--- src/rtl/dct_serial_pkg.sv ---
// Shared definitions for the bit-serial DCT datapath front end.
// Holds default operand geometry, the feeder FSM encoding and small helpers
// used to size frame counters from module parameters.
package dct_serial_pkg;

    localparam int unsigned DEF_W     = 8;
    localparam int unsigned DEF_GUARD = 1;
    localparam int unsigned L         = DEF_W + DEF_GUARD;
    localparam int unsigned CNT_W     = $clog2(L);

    // Feeder FSM encoding
    localparam logic [0:0] ST_IDLE  = 1'b0;
    localparam logic [0:0] ST_SHIFT = 1'b1;

    function automatic int unsigned frame_len(input int unsigned w, input int unsigned guard);
        return w + guard;
    endfunction

    // A one-bit frame still needs a one-bit counter.
    function automatic int unsigned cnt_width(input int unsigned len);
        return (len > 1) ? $clog2(len) : 1;
    endfunction

endpackage

--- src/rtl/serial_shift_lane.sv ---
// One operand lane of the serial feeder: parallel load, LSB-first right shift,
// and guard-bit extension.
// Ports:
//   clk     - clock, rising edge
//   reset   - synchronous active-high reset
//   load    - capture din into the shifter (wins over shift)
//   shift   - advance to the next bit
//   din     - parallel operand
//   bit_out - current serial bit (shifter LSB)
module serial_shift_lane
    import dct_serial_pkg::*;
#(
    parameter int unsigned W      = DEF_W,
    parameter int unsigned GUARD  = DEF_GUARD,
    parameter bit          SIGNED = 1'b1
) (
    input  logic         clk,
    input  logic         reset,
    input  logic         load,
    input  logic         shift,
    input  logic [W-1:0] din,
    output logic         bit_out
);

    // With no guard bits the fill value is never observed, so skip the sign flop use.
    localparam bit EXT_USED = SIGNED && (GUARD != 0);

    logic [W-1:0] sr;
    logic [W-1:0] sr_shifted;
    logic         ext;

    // The extension bit is shifted in at the top, so after W shifts the LSB
    // naturally presents the guard value without a bit-index mux.
    always_comb begin
        sr_shifted        = sr >> 1;
        sr_shifted[W-1]   = ext;
    end

    always_ff @(posedge clk) begin
        if (reset) begin
            sr  <= '0;
            ext <= 1'b0;
        end else if (load) begin
            sr  <= din;
            ext <= EXT_USED ? din[W-1] : 1'b0;
        end else if (shift) begin
            sr  <= sr_shifted;
        end
    end

    assign bit_out = sr[0];

endmodule

--- src/rtl/serial_operand_feeder.sv ---
// Parallel-to-serial front end for the bit-serial adder. Accepts operand pairs
// over valid/ready, emits each pair LSB-first as an L = W+GUARD bit frame with
// first_bit/last_bit markers. A one-entry holding register keeps frames gapless.
// Ports:
//   clk, reset           - clock and synchronous active-high reset
//   in_valid / in_ready  - operand pair handshake
//   a_in, b_in           - parallel operands
//   a_bit, b_bit         - serial bits of the current frame
//   bit_valid            - a frame bit is presented this cycle
//   first_bit, last_bit  - frame index 0 / index L-1
//   busy                 - frame in flight or holding register occupied
module serial_operand_feeder
    import dct_serial_pkg::*;
#(
    parameter int unsigned W      = DEF_W,
    parameter int unsigned GUARD  = DEF_GUARD,
    parameter bit          SIGNED = 1'b1
) (
    input  logic         clk,
    input  logic         reset,
    input  logic         in_valid,
    output logic         in_ready,
    input  logic [W-1:0] a_in,
    input  logic [W-1:0] b_in,
    output logic         a_bit,
    output logic         b_bit,
    output logic         bit_valid,
    output logic         first_bit,
    output logic         last_bit,
    output logic         busy
);

    localparam int unsigned FLEN = frame_len(W, GUARD);
    localparam int unsigned CW   = cnt_width(FLEN);
    localparam logic [CW-1:0] CNT_LAST = CW'(FLEN - 1);

    logic [0:0]   state_q, state_d;
    logic [CW-1:0] cnt_q, cnt_d;
    logic          hold_full_q, hold_full_d;
    logic [W-1:0]  hold_a_q, hold_b_q;

    logic          accept;
    logic          at_last;
    logic          hold_load;
    logic          load;
    logic          shift;
    logic [W-1:0]  load_a, load_b;
    logic          lane_a, lane_b;

    assign in_ready = !hold_full_q;
    assign accept   = in_valid && in_ready;
    assign at_last  = (cnt_q == CNT_LAST);

    always_comb begin
        state_d     = state_q;
        cnt_d       = cnt_q;
        hold_full_d = hold_full_q;
        hold_load   = 1'b0;
        load        = 1'b0;
        shift       = 1'b0;
        load_a      = a_in;
        load_b      = b_in;
        case (state_q)
            ST_IDLE: begin
                if (accept) begin
                    load    = 1'b1;
                    cnt_d   = '0;
                    state_d = ST_SHIFT;
                end
            end
            default: begin
                if (!at_last) begin
                    cnt_d = cnt_q + CW'(1);
                    shift = 1'b1;
                    if (accept) begin
                        hold_load   = 1'b1;
                        hold_full_d = 1'b1;
                    end
                end else if (hold_full_q) begin
                    // Held pair takes precedence; in_ready is low so no accept can collide.
                    load        = 1'b1;
                    load_a      = hold_a_q;
                    load_b      = hold_b_q;
                    hold_full_d = 1'b0;
                    cnt_d       = '0;
                end else if (accept) begin
                    load  = 1'b1;
                    cnt_d = '0;
                end else begin
                    state_d = ST_IDLE;
                end
            end
        endcase
    end

    always_ff @(posedge clk) begin
        if (reset) begin
            state_q     <= ST_IDLE;
            cnt_q       <= '0;
            hold_full_q <= 1'b0;
        end else begin
            state_q     <= state_d;
            cnt_q       <= cnt_d;
            hold_full_q <= hold_full_d;
        end
    end

    // Payload only; validity is tracked by hold_full_q.
    always_ff @(posedge clk) begin
        if (hold_load) begin
            hold_a_q <= a_in;
            hold_b_q <= b_in;
        end
    end

    serial_shift_lane #(
        .W      (W),
        .GUARD  (GUARD),
        .SIGNED (SIGNED)
    ) u_lane_a (
        .clk     (clk),
        .reset   (reset),
        .load    (load),
        .shift   (shift),
        .din     (load_a),
        .bit_out (lane_a)
    );

    serial_shift_lane #(
        .W      (W),
        .GUARD  (GUARD),
        .SIGNED (SIGNED)
    ) u_lane_b (
        .clk     (clk),
        .reset   (reset),
        .load    (load),
        .shift   (shift),
        .din     (load_b),
        .bit_out (lane_b)
    );

    assign bit_valid = (state_q == ST_SHIFT);
    assign a_bit     = bit_valid && lane_a;
    assign b_bit     = bit_valid && lane_b;
    assign first_bit = bit_valid && (cnt_q == '0);
    assign last_bit  = bit_valid && at_last;
    assign busy      = bit_valid || hold_full_q;

endmodule

--- config.mk ---
export PLATFORM = sky130hd
export DESIGN_NAME = serial_operand_feeder
export DESIGN_NICKNAME = d
export VERILOG_FILES = /design/src/rtl/dct_serial_pkg.sv /design/src/rtl/serial_shift_lane.sv /design/src/rtl/serial_operand_feeder.sv
export SDC_FILE = /design/constraint.sdc
export NUM_CORES = 1
export LEC_CHECK = 0
export BUFFER_PORTS_ARGS = -buffer_cell sky130_fd_sc_hd__buf_2
export CORE_UTILIZATION = 45
export DETAILED_ROUTE_END_ITERATION = 10
export PLACE_DENSITY = 0.69
export SLEW_MARGIN = 20
export SYNTH_ARGS = -nofsm -noshare
export SYNTH_HDL_FRONTEND = slang
export SYNTH_SLANG_ARGS = --single-unit
--- constraint.sdc ---
create_clock -name clk -period 3.95 [get_ports clk]
set_clock_uncertainty 0.05 [all_clocks]
set_input_delay 0.395 -clock clk [delete_from_list [all_inputs] [get_ports clk]]
set_output_delay 0.395 -clock clk [all_outputs]
set_load 0.02 [all_outputs]
-- Word level (Yosys, flattened, before mapping)
Index checks and enable logic that the tools add are counted.
- bits in registers: 40
- latch bits: 0
- memory bits (read-only): 0
- word-level logic and storage cells: 48
- memory bits (writable): 0
- memories: 0
- order comparisons: 0
- bitwise operators: 0
- multipliers: 0
- multiplexer cells: 26
- divide/modulo/power cells: 0
- $add $sub $neg: 1
- shift-type cells: 0
- equality and inequality tests: 1
- reduce and logical (&&, ||, !) cells: 11
- operators with widths (operator ; count):
    $mux 8 ; 10
    $mux 4 ; 4
    $mux 1 ; 12
    $logic_and 1x1->1 ; 5
    $add 4x1->4 const B ; 1
    $eq 4x4->1 const B ; 1
    $logic_not 4->1 ; 1
    $reduce_bool 2->1 ; 2
    $reduce_and 2->1 ; 1
    $logic_not 1->1 ; 1
    $logic_or 1x1->1 ; 1

-- Logic depth before layout (Yosys ltp)
Gate-level depths: netlist (run 1).
- depth in word-level cells: 7
- gate-level depth with buffers: 8

-- By module
Synthesis (run 1) repeated with hierarchy kept, for this count alone.
- cells, all modules: 160
- area, all modules: 1924.3 µm²
- modules (own cells, without submodules) (module ; times used ; area each (µm²) ; cells an instance ; sequential area each (µm²)):
    serial_operand_feeder ; 1 ; 1108.6 ; 82 ; 600.6
    serial_shift_lane ; 2 ; 407.9 ; 39 ; 180.2

-- Worst setup path after synthesis (run 1)
OpenSTA, ideal clock, no wires.
- path kind: flip-flop to flip-flop
- start: reg cnt_q[0]
- end: reg hold_a_q[0], enable pin
- setup time: 0.388 ns
- setup slack: 1.582 ns
- arrival time: 1.930 ns
- buffers on the path: 1
- cell stages (with the launch flop): 7
- cells stage by stage: dfxtp_1 -> inv_1 -> ha_1 -> and3b_4 -> nand2b_2 -> buf_4 -> nor2_1
- longest elaborated chain between the ends: 3
- RTL lines (item ; RTL line ; RTL):
    start: declaration ; serial_operand_feeder.sv:38 ; logic [CW-1:0] cnt_q, cnt_d;
    start signal: assignment ; serial_operand_feeder.sv:103 ; cnt_q <= cnt_d;
    $eq 4x4->1 ; serial_operand_feeder.sv:52 ; assign at_last = (cnt_q == CNT_LAST);
    $mux 1 ; serial_operand_feeder.sv:72 ; if (!at_last) begin
    $mux 1 ; serial_operand_feeder.sv:63 ; case (state_q)
    net hold_load ; serial_operand_feeder.sv:44 ; logic hold_load;
    end signal: assignment ; serial_operand_feeder.sv:111 ; hold_a_q <= a_in;
    end: declaration ; serial_operand_feeder.sv:40 ; logic [W-1:0] hold_a_q, hold_b_q;
The timed path passes the listed nets, and every way through them passes these cells.
A chain may end at the register's enable or synchronous reset.

-- Worst setup path after layout (run 1)
- start: reg cnt_q[0]
- end: reg hold_b_q[3], enable pin
- longest elaborated chain between the ends: 3
- RTL lines (item ; RTL line ; RTL):
    $eq 4x4->1 ; serial_operand_feeder.sv:52 ;
    $mux 1 ; serial_operand_feeder.sv:72 ;
    $mux 1 ; serial_operand_feeder.sv:63 ;
    net hold_load ; serial_operand_feeder.sv:44 ;
    end signal: assignment ; serial_operand_feeder.sv:112 ; hold_b_q <= b_in;
    end: declaration ; serial_operand_feeder.sv:40 ;
The timed path passes the listed nets, and every way through them passes these cells.

==> impl_metrics.toml, run 1 <==
[yosys]
synth.avg_cell_area_um2 = 10.6
yosysTopAreaCellShare = 0.255
synth_cell_type_count = 35
synth.cell_area_um2 = 1880
count_of_mapped_cells_out_of_synthesis = 178
synth_largest_area_cell = "dfxtp_1"
yosys_register_bits = 40
yosys_warnings = 0
ys_seq_area_frac = 0.510
synthTopCellsByArea = "dfxtp_1, edfxtp_1, nor4_2, nor2_1, a211oi_1"
postSynthNetCount = 199

[clocking]
htree_levels = 2
clock-sinks = 40
cts_inserted_buffers = 5
tritoncts = "done"
clk_latency_ns = 0.30
cts.clk_slew.worst_paths_ns = 0.08
clock-root-buffer = "clkbuf_8"
post_cts.repair.setup_buffers = 0
cts-hold-fix-buffers = 0
cts_buffer_depth = 2
post_cts_resized = 0

[critical_path]
crit-reg2reg-launch = "cnt_q[0]$_SDFF_PP0_"
cpPeakStageDelay_ns = 0.42
cp_data_arrival_time_ns = 2.34
timing.critical_path.cells = "inv_1, ha_1, and3b_4, nand2b_2, nor2_1, buf_4"
criticalPathCategory = "reg -> reg"
critical-path-slowest-cell = "nor2_1"
endpoint_kind = "flop"
timing.critical_path.fanout_max = 23
setup.reg_to_reg.worst_slack_ns = 1.57
r2r_end = "hold_b_q[3]$_DFFE_PP_"
startpoint_type = "flop"
worst_ep_required_time_ns = 3.91
worstRegToRegCells = 6

[timing]
fin_crit_sh = 0.603
report.final.setup_viol = 0
fin_crit_ns = 2.38
maxClockFrequency_mhz = 420
timing_max_transition_violations_final = 0
unrepaired_setup_endpoints_after_global_routing = "false"
timing.setup.tns_ns = 0
max_slew.worst_pin.slew_ns = 0.527
timing.final.hold_violations = 0
maxSlewHeadroom = 0.649

[route]
dr.pass1.iters = 4
violation_count_after_the_first_detailed_route_iteration = 71
ant_nets = 0
route.vias.total = 1427
wl_um = 3810
drc = 0
avgRoutedWirePerCell_um = 15.2
vias_per_cell = 5.69

[place]
hpwlAfterDp_um = 2600
port_buffers = 25
gp_congestion = 0.717

[final_layout]
area.growth.synth_to_final_pct = 11.2
n_antenna_cell = 0
num-nets-final = 221
post_route_cells_drive_above_1_share = 0.259
post-route-util = 0.524
fill_cells = 377

[min_path]
worst_hold_startpoint = "b_in[7]"
timing.hold.worst_path_depth = 1
holdPathEnd = "hold_b_q[7]$_DFFE_PP_"
min-delay-path-class = "in -> reg"

[power]
fin_total_pwr_uw = 871
power.density_nw_per_um2 = 416
vdd.ir_drop.worst_mv = 0.254
cellLeakagePower_uw = 0.000857

[grt]
grt_first_pass_wirelength_um = 6320
groute.usage.overall = 0.198
grt_antenna_before_repair = 0
total_congestion_overflow = 0
grt_start_max_net_pins = 25
grt_pass1_vias = 1376

[flow_run]
maxCapViolCount = 0

[floorplanning]
io_pins = 26
floorplan.die.width_um = 66.7
fp.dieArea_um2 = 4450
core.rowCount = 23
core_region_area_um2 = 4000
die-height_um = 66.7
start_util = 0.471

[outcome]
run_status = "finished, final reports clean"
layout make-up:
type / instances / area (µm²) / area share
timing repair buffer: 26 / 133 / 0.0633
sequential: 40 / 961 / 0.459
clock inverter: 3 / 18.8 / 0.00896
multi-input combinational: 123 / 837 / 0.399
tap: 50 / 62.6 / 0.0299
inverter: 4 / 15.0 / 0.00716
clock buffer: 5 / 68.8 / 0.0328
kinds of logic after synthesis:
| logic type | Yosys count | synth area share |
|---|---|---|
| fa+ha+maj | 2 | 0.0133 |
| simple gates | 89 | 0.281 |
| flops | 40 | 0.510 |
| buf+inv | 15 | 0.0458 |
| compound gates | 32 | 0.150 |
metrics by stage:
| stage | worst slack [ns] | instances | area [µm²] | hold slack, ns |
|---|---|---|---|---|
| after floorplan | 1.58 | 178 | 1880 | 0.409 |
| after global placement | 1.69 | 243 | 2010 | 0.419 |
| after detailed placement | 1.57 | 243 | 2010 | 0.437 |
| after CTS | 1.56 | 251 | 2100 | 0.228 |
| after global routing | 1.40 | 251 | 2100 | 0.225 |
| final | 1.57 | 251 | 2100 | 0.232 |
Yosys cell counts:
library cell / number
a211oi_1: 15
a21boi_0: 1
a21oi_1: 5
a221oi_1: 1
a22o_4: 1
a22oi_4: 1
and2_1: 4
and3_1: 14
and3b_4: 1
buf_1: 1
buf_2: 3
buf_4: 3
buf_6: 2
clkbuf_1: 2
dfxtp_1: 24
edfxtp_1: 16
ha_1: 2
inv_1: 3
inv_2: 1
nand2_1: 5
nand2_2: 1
nand2b_1: 2
nand2b_2: 1
nand3_1: 2
nand3b_1: 2
nor2_1: 32
nor2b_1: 3
nor3_1: 6
nor3b_1: 1
nor4_1: 5
nor4_2: 10
o21ai_0: 3
o21bai_1: 2
o2bb2ai_4: 1
o41ai_2: 2
sequential cells by signal, indices dropped and copies added (netlist names):
name          cells
cnt_q             4
u_lane_b.sr       8
hold_full_q       1
u_lane_a.sr       8
u_lane_b.ext      1
bit_valid         1
u_lane_a.ext      1
hold_a_q          8
hold_b_q          8
per-layer routing:
layer  up-vias  track usage  share of wire  wire length, µm
met3         8       0.0411          0.030              116
li1        700            -              -                -
met2        21        0.335           0.49             1870
met1       698        0.231           0.46             1740
met5         -            0              0                0
met4         0        0.109          0.021               79
where the power goes:
group          switching (µW)  internal (µW)  total [µW]
registers                16.2            460         476
logic                    75.6           47.5         123
clock network             150            122         272
total                     242            629         871
worst max-delay path, delay by kind of cell, from the launching register on:
kind	cells	cell delay [ns]
flops	1	0.38
buf+inv	2	0.38
fa+ha+maj	1	0.23
simple gates	3	1.05
placed cells by master, fill, tap and decap left out, types with 2 or more instances in the layout:
cell type   count
o21bai_1        2
buf_2          25
nand2_1         5
dfxtp_1        24
a211oi_1       15
o41ai_2         2
edfxtp_1       16
nor4_2         10
and3_1         14
nand3b_1        2
and2_1          4
nand3_1         2
clkbuf_8        5
nor2_1         32
nor3_1          6
a21oi_1         5
nor2b_1         3
o21ai_0         3
nand2b_1        2
nor4_1          5
inv_1           3
clkinvlp_4      2
ha_1            2
how the worst max path moves through the flow:
stage,end,from,slack [ns]
floorplan,hold_a_q[0]$_DFFE_PP_,cnt_q[0]$_SDFF_PP0_,1.58
global placement,hold_b_q[6]$_DFFE_PP_,cnt_q[0]$_SDFF_PP0_,1.69
detailed placement,hold_b_q[4]$_DFFE_PP_,cnt_q[0]$_SDFF_PP0_,1.57
CTS,hold_b_q[4]$_DFFE_PP_,cnt_q[0]$_SDFF_PP0_,1.56
global route,hold_a_q[5]$_DFFE_PP_,cnt_q[0]$_SDFF_PP0_,1.40
finish,hold_b_q[3]$_DFFE_PP_,cnt_q[0]$_SDFF_PP0_,1.57
(Power assumes the default switching activity.)
==> inputs of run 2 (changes only) <==
- ABC_AREA: unset -> 1
- clock period: 3.95 -> 2.2 ns (I/O delays scaled with it)
==> run 2 against run 1 <==
Count of clock-buffer cells in the layout unchanged. Critical path depth down 1. Final area up 9.4%. Die area up 8.4%. Global-route usage down 1.5 points. Sequential share of layout area down 4.0 points. Hold slack worse by 0.17 ns. Worst setup slack worse by 1.2 ns.
==> impl_metrics.toml, run 2 <==
[outcome]
run_status = "finished, final reports clean"

[place]
gp_congestion = 0.774
port_buffers = 25
placed_cell_area_um2 = 2180
post-place-ws_ns = 0.406
hpwlAfterDp_um = 2710

[route]
violation_count_after_the_first_detailed_route_iteration = 71
avgRoutedWirePerCell_um = 12.6
vias_per_cell = 5.05
route.vias.total = 1631
wl_um = 4060
ant_nets = 0
drc = 0
dr.pass1.iters = 4

[yosys]
synth_largest_area_cell = "dfxtp_1"
synth.avg_cell_area_um2 = 8.39
async_flop_share = 0
yosys_register_bits = 40
yosys_warnings = 0
count_of_mapped_cells_out_of_synthesis = 244
synth-edff-count = 16
synth.cell_area_um2 = 2050
netlist_top_cells_count = "nand2_1, nand3_1, inv_1"
synthTopCellsByArea = "dfxtp_1, edfxtp_1, nand2_1, nand3_1, inv_1"
post-synth-top-count-cell = "nand2_1"
ys_dominant_reg_cell = "dfxtp_1"
postSynthNetCount = 265
ys_seq_area_frac = 0.469
yosysTopAreaCellShare = 0.235
synth_cell_type_count = 33

[timing]
timing_max_transition_violations_final = 0
report.final.setup_viol = 0
unrepaired_setup_endpoints_after_global_routing = "false"
fin_crit_ns = 1.87
maxClockFrequency_mhz = 534
maxSlewHeadroom = 0.635
fin_crit_sh = 0.851
max_slew.worst_pin.slew_ns = 0.548
timing.setup.tns_ns = 0
timing.final.hold_violations = 0
final.setup.worst_slack_ns = 0.329

[power]
vdd.ir_drop.worst_mv = 0.430
cellLeakagePower_uw = 0.000993
fin_total_pwr_uw = 1740
power.density_nw_per_um2 = 760

[min_path]
min-delay-path-class = "in -> reg"

[clocking]
htree_levels = 2
clk_latency_ns = 0.30
clock-sinks = 40
post_cts_resized = 0
clock-root-buffer = "clkbuf_8"
cts-hold-fix-buffers = 0
cts_inserted_buffers = 5
tritoncts = "done"
cts_buffer_depth = 2
post_cts.repair.setup_buffers = 0
cts.clk_slew.worst_paths_ns = 0.08

[critical_path]
timing.critical_path.fanout_max = 19
critical-path-slowest-cell = "dfxtp_1"
endpoint_kind = "primary output"
critical_path.top_delay_family = "simple AND/OR/NAND/NOR gates"
criticalPathCategory = "reg -> out"
cpPeakStageDelay_ns = 0.33
cp_data_arrival_time_ns = 1.60
startpoint_type = "flop"
timing.critical_path.cells = "inv_1, ha_1, nand3_4, nor2_8, buf_2"
worst_ep_required_time_ns = 1.93
worstPathBufferInverterCount = 2

[grt]
grt_first_pass_wirelength_um = 6870
groute.usage.overall = 0.183
grt_antenna_before_repair = 0
grt_start_max_net_pins = 25
total_congestion_overflow = 0
grt_pass1_vias = 1544

[final_layout]
area.growth.synth_to_final_pct = 12.0
post-route-util = 0.527
layout_commonest_cell = "nand2_1"
post_route_cells_drive_above_1_share = 0.251
n_antenna_cell = 0
stdcell_area_um2 = 2290
most-common-layout-cells = "nand2_1, nand3_1, inv_1"
num-nets-final = 291

[floorplanning]
fp.dieArea_um2 = 4820
floorplan.die.width_um = 69.4
core_region_area_um2 = 4350
die-height_um = 69.4
start_util = 0.470
io_pins = 26
core.rowCount = 24

[flow_run]
maxCapViolCount = 0
## run 2: changes by cell type after synthesis, moves of 10 or more
cell / change
a211oi_1: -14
nor2_1: -22
nand3_1: +32
a21oi_2: +10
inv_1: +25
nand2_1: +52
and3_1: -14
nor4_2: -10
## run 2: area by class of cell
cell class | instances | area (µm²)
fill | 425 | 2060
multi-input combinational | 159 | 856
sequential | 40 | 961
inverter | 34 | 138
clock inverter | 3 | 42.5
clock buffer | 5 | 68.8
tap | 52 | 65.1
timing repair buffer | 30 | 163
## run 2: final timing paths
kind / depth (start not counted) / from / slack (ns) / to
setup reg to reg: 6 / cnt_q[0]$_SDFF_PP0_ / 0.38 / hold_b_q[0]$_DFFE_PP_
hold reg to reg: 2 / u_lane_a.sr[3]$_SDFFE_PP0P_ / 0.42 / u_lane_a.sr[3]$_SDFFE_PP0P_
hold / removal: 1 / a_in[4] / 0.06 / hold_a_q[4]$_DFFE_PP_
setup / recovery: 5 / cnt_q[0]$_SDFF_PP0_ / 0.33 / last_bit
## run 2: cell families after synthesis
kind of cell	count (synthesis)	share of synthesized area
buffers and inverters	45	0.112
AO/OA/AOI/OAI	40	0.124
adder cells (fa/ha/maj)	2	0.0122
flip-flops	40	0.469
AND/OR/NAND/NOR	116	0.278
XOR/XNOR	1	0.00428
## run 2: per-stage QoR
step / instances / hold slack, ns
global placement: 315 / 0.362
detailed placement: 315 / 0.364
finish: 323 / 0.0570
global route: 323 / 0.0472
CTS: 323 / 0.0492
floorplan: 244 / 0.249
## run 2: metal layers
layer | track usage | wire, µm | vias to the layer above
met5 | 0 | 0 | -
met4 | 0.0748 | 65 | 0
met3 | 0.0494 | 214 | 5
met2 | 0.284 | 1800 | 47
met1 | 0.242 | 1980 | 732
li1 | - | - | 847
## run 2: power breakdown
| group | internal, µW | switching, µW | leakage (µW) |
|---|---|---|---|
| logic | 101 | 189 | 0.000594 |
| registers | 826 | 24.4 | 0.000345 |
| clock network | 336 | 266 | 0.0000541 |
==> inputs of run 3 (changes only) <==
- MAX_ROUTING_LAYER: unset -> met4
==> run 3 against run 2 <==
Clock power barely moved. Count of clock-buffer cells in the layout did not move. Utilization did not move. Hold slack barely moved. Wire length did not move. Global-route usage rose by 0.53 points. Worst setup slack barely moved. Non-clock buffer count did not move. Critical path depth did not move. Flip-flop and latch count did not move. Register-to-register slack barely moved.
==> impl_metrics.toml, run 3 (synthesis results as in run 2) <==
[timing]
maxClockFrequency_mhz = 534
max_slew.worst_pin.slew_ns = 0.548
timing_max_transition_violations_final = 0
unrepaired_setup_endpoints_after_global_routing = "false"
maxSlewHeadroom = 0.635
fin_crit_sh = 0.850
timing.setup.tns_ns = 0
fin_crit_ns = 1.87
report.final.setup_viol = 0
timing.final.hold_violations = 0

[floorplanning]
core_region_area_um2 = 4350
floorplan.die.width_um = 69.4
die-height_um = 69.4
core.rowCount = 24
io_pins = 26
start_util = 0.470
fp.dieArea_um2 = 4820

[place]
placed_cell_area_um2 = 2180
hpwlAfterDp_um = 2710
gp_congestion = 0.784
port_buffers = 25

[critical_path]
endpoint_kind = "primary output"
worstRegToRegCells = 6
timing.critical_path.cells = "inv_1, ha_1, nand3_4, nor2_8, buf_2"
worst_ep_required_time_ns = 1.93
startpoint_type = "flop"
cp.depth = 5
cpPeakStageDelay_ns = 0.33
criticalPathCategory = "reg -> out"
critical-path-slowest-cell = "dfxtp_1"
timing.critical_path.fanout_max = 19
cp_data_arrival_time_ns = 1.60
worstPathBufferInverterCount = 2
critical_path.top_delay_family = "simple AND/OR/NAND/NOR gates"

[min_path]
timing.hold.worst_path_depth = 1
min-delay-path-class = "in -> reg"

[clocking]
clk_latency_ns = 0.30
cts_inserted_buffers = 5
htree_levels = 2
cts_buffer_depth = 2
clock-sinks = 40
post_cts_resized = 0
post_cts.repair.setup_buffers = 0
cts-hold-fix-buffers = 0
clock-root-buffer = "clkbuf_8"
tritoncts = "done"
cts.clk_slew.worst_paths_ns = 0.08

[route]
route.vias.total = 1631
ant_nets = 0
vias_per_cell = 5.05
avgRoutedWirePerCell_um = 12.6
drc = 0
wl_um = 4060
dr.pass1.iters = 4
violation_count_after_the_first_detailed_route_iteration = 71

[power]
power.density_nw_per_um2 = 760
cellLeakagePower_uw = 0.000993
vdd.ir_drop.worst_mv = 0.430
fin_total_pwr_uw = 1740

[final_layout]
num-nets-final = 291
stdcell_area_um2 = 2290
most-common-layout-cells = "nand2_1, nand3_1, inv_1"
post_route_cells_drive_above_1_share = 0.251
fill_cells = 425
area.growth.synth_to_final_pct = 12.0
layout_commonest_cell = "nand2_1"
n_antenna_cell = 0
post-route-util = 0.527

[grt]
grt_start_max_net_pins = 25
grt_first_pass_wirelength_um = 6870
groute.usage.overall = 0.188
total_congestion_overflow = 0
grt_antenna_before_repair = 0
grt_pass1_vias = 1544

[flow_run]
maxCapViolCount = 0

[outcome]
run_status = "finished, final reports clean"
==> run 3: cell counts in the layout (fill, tap and decap cells not counted) <==
Identical to the previous run, type by type.
==> run 3: worst paths after layout <==
kind / start / end / slack [ns]
setup / recovery: cnt_q[0]$_SDFF_PP0_ / last_bit / 0.33
hold reg to reg: u_lane_a.sr[3]$_SDFFE_PP0P_ / u_lane_a.sr[3]$_SDFFE_PP0P_ / 0.42
setup reg to reg: cnt_q[0]$_SDFF_PP0_ / hold_b_q[0]$_DFFE_PP_ / 0.38
hold / removal: a_in[4] / hold_a_q[4]$_DFFE_PP_ / 0.06
==> run 3: through the flow <==
step / hold WS [ns] / worst slack, ns / std cells
6_report: 0.0570 / 0.329 / 323
5_1_grt: 0.0472 / 0.206 / 323
4_1_cts: 0.0492 / 0.309 / 323
3_5_place_dp: 0.364 / 0.406 / 315
3_3_place_gp: 0.362 / 0.457 / 315
2_1_floorplan: 0.249 / 0.0235 / 244
==> run 3: cell type report <==
type | count | area, µm² | area share
Sequential cell | 40 | 961 | 0.419
Timing Repair Buffer | 30 | 163 | 0.0709
Multi-Input combinational cell | 159 | 856 | 0.373
Clock buffer | 5 | 68.8 | 0.0300
Clock inverter | 3 | 42.5 | 0.0185
Inverter | 34 | 138 | 0.0600
Tap cell | 52 | 65.1 | 0.0284
==> run 3: where the power goes <==
group	leakage, µW	switching, µW	total [µW]	internal (µW)
logic	0.000594	189	291	101
registers	0.000345	24.4	850	826
clock network	0.0000541	267	602	336
total	0.000993	480	1740	1260
==> run 3: routing by layer <==
| layer | part of all wire | track usage |
|---|---|---|
| met5 | 0 | - |
| met4 | 0.016 | 0.0748 |
| met1 | 0.49 | 0.243 |
| met3 | 0.051 | 0.0480 |
| met2 | 0.44 | 0.284 |
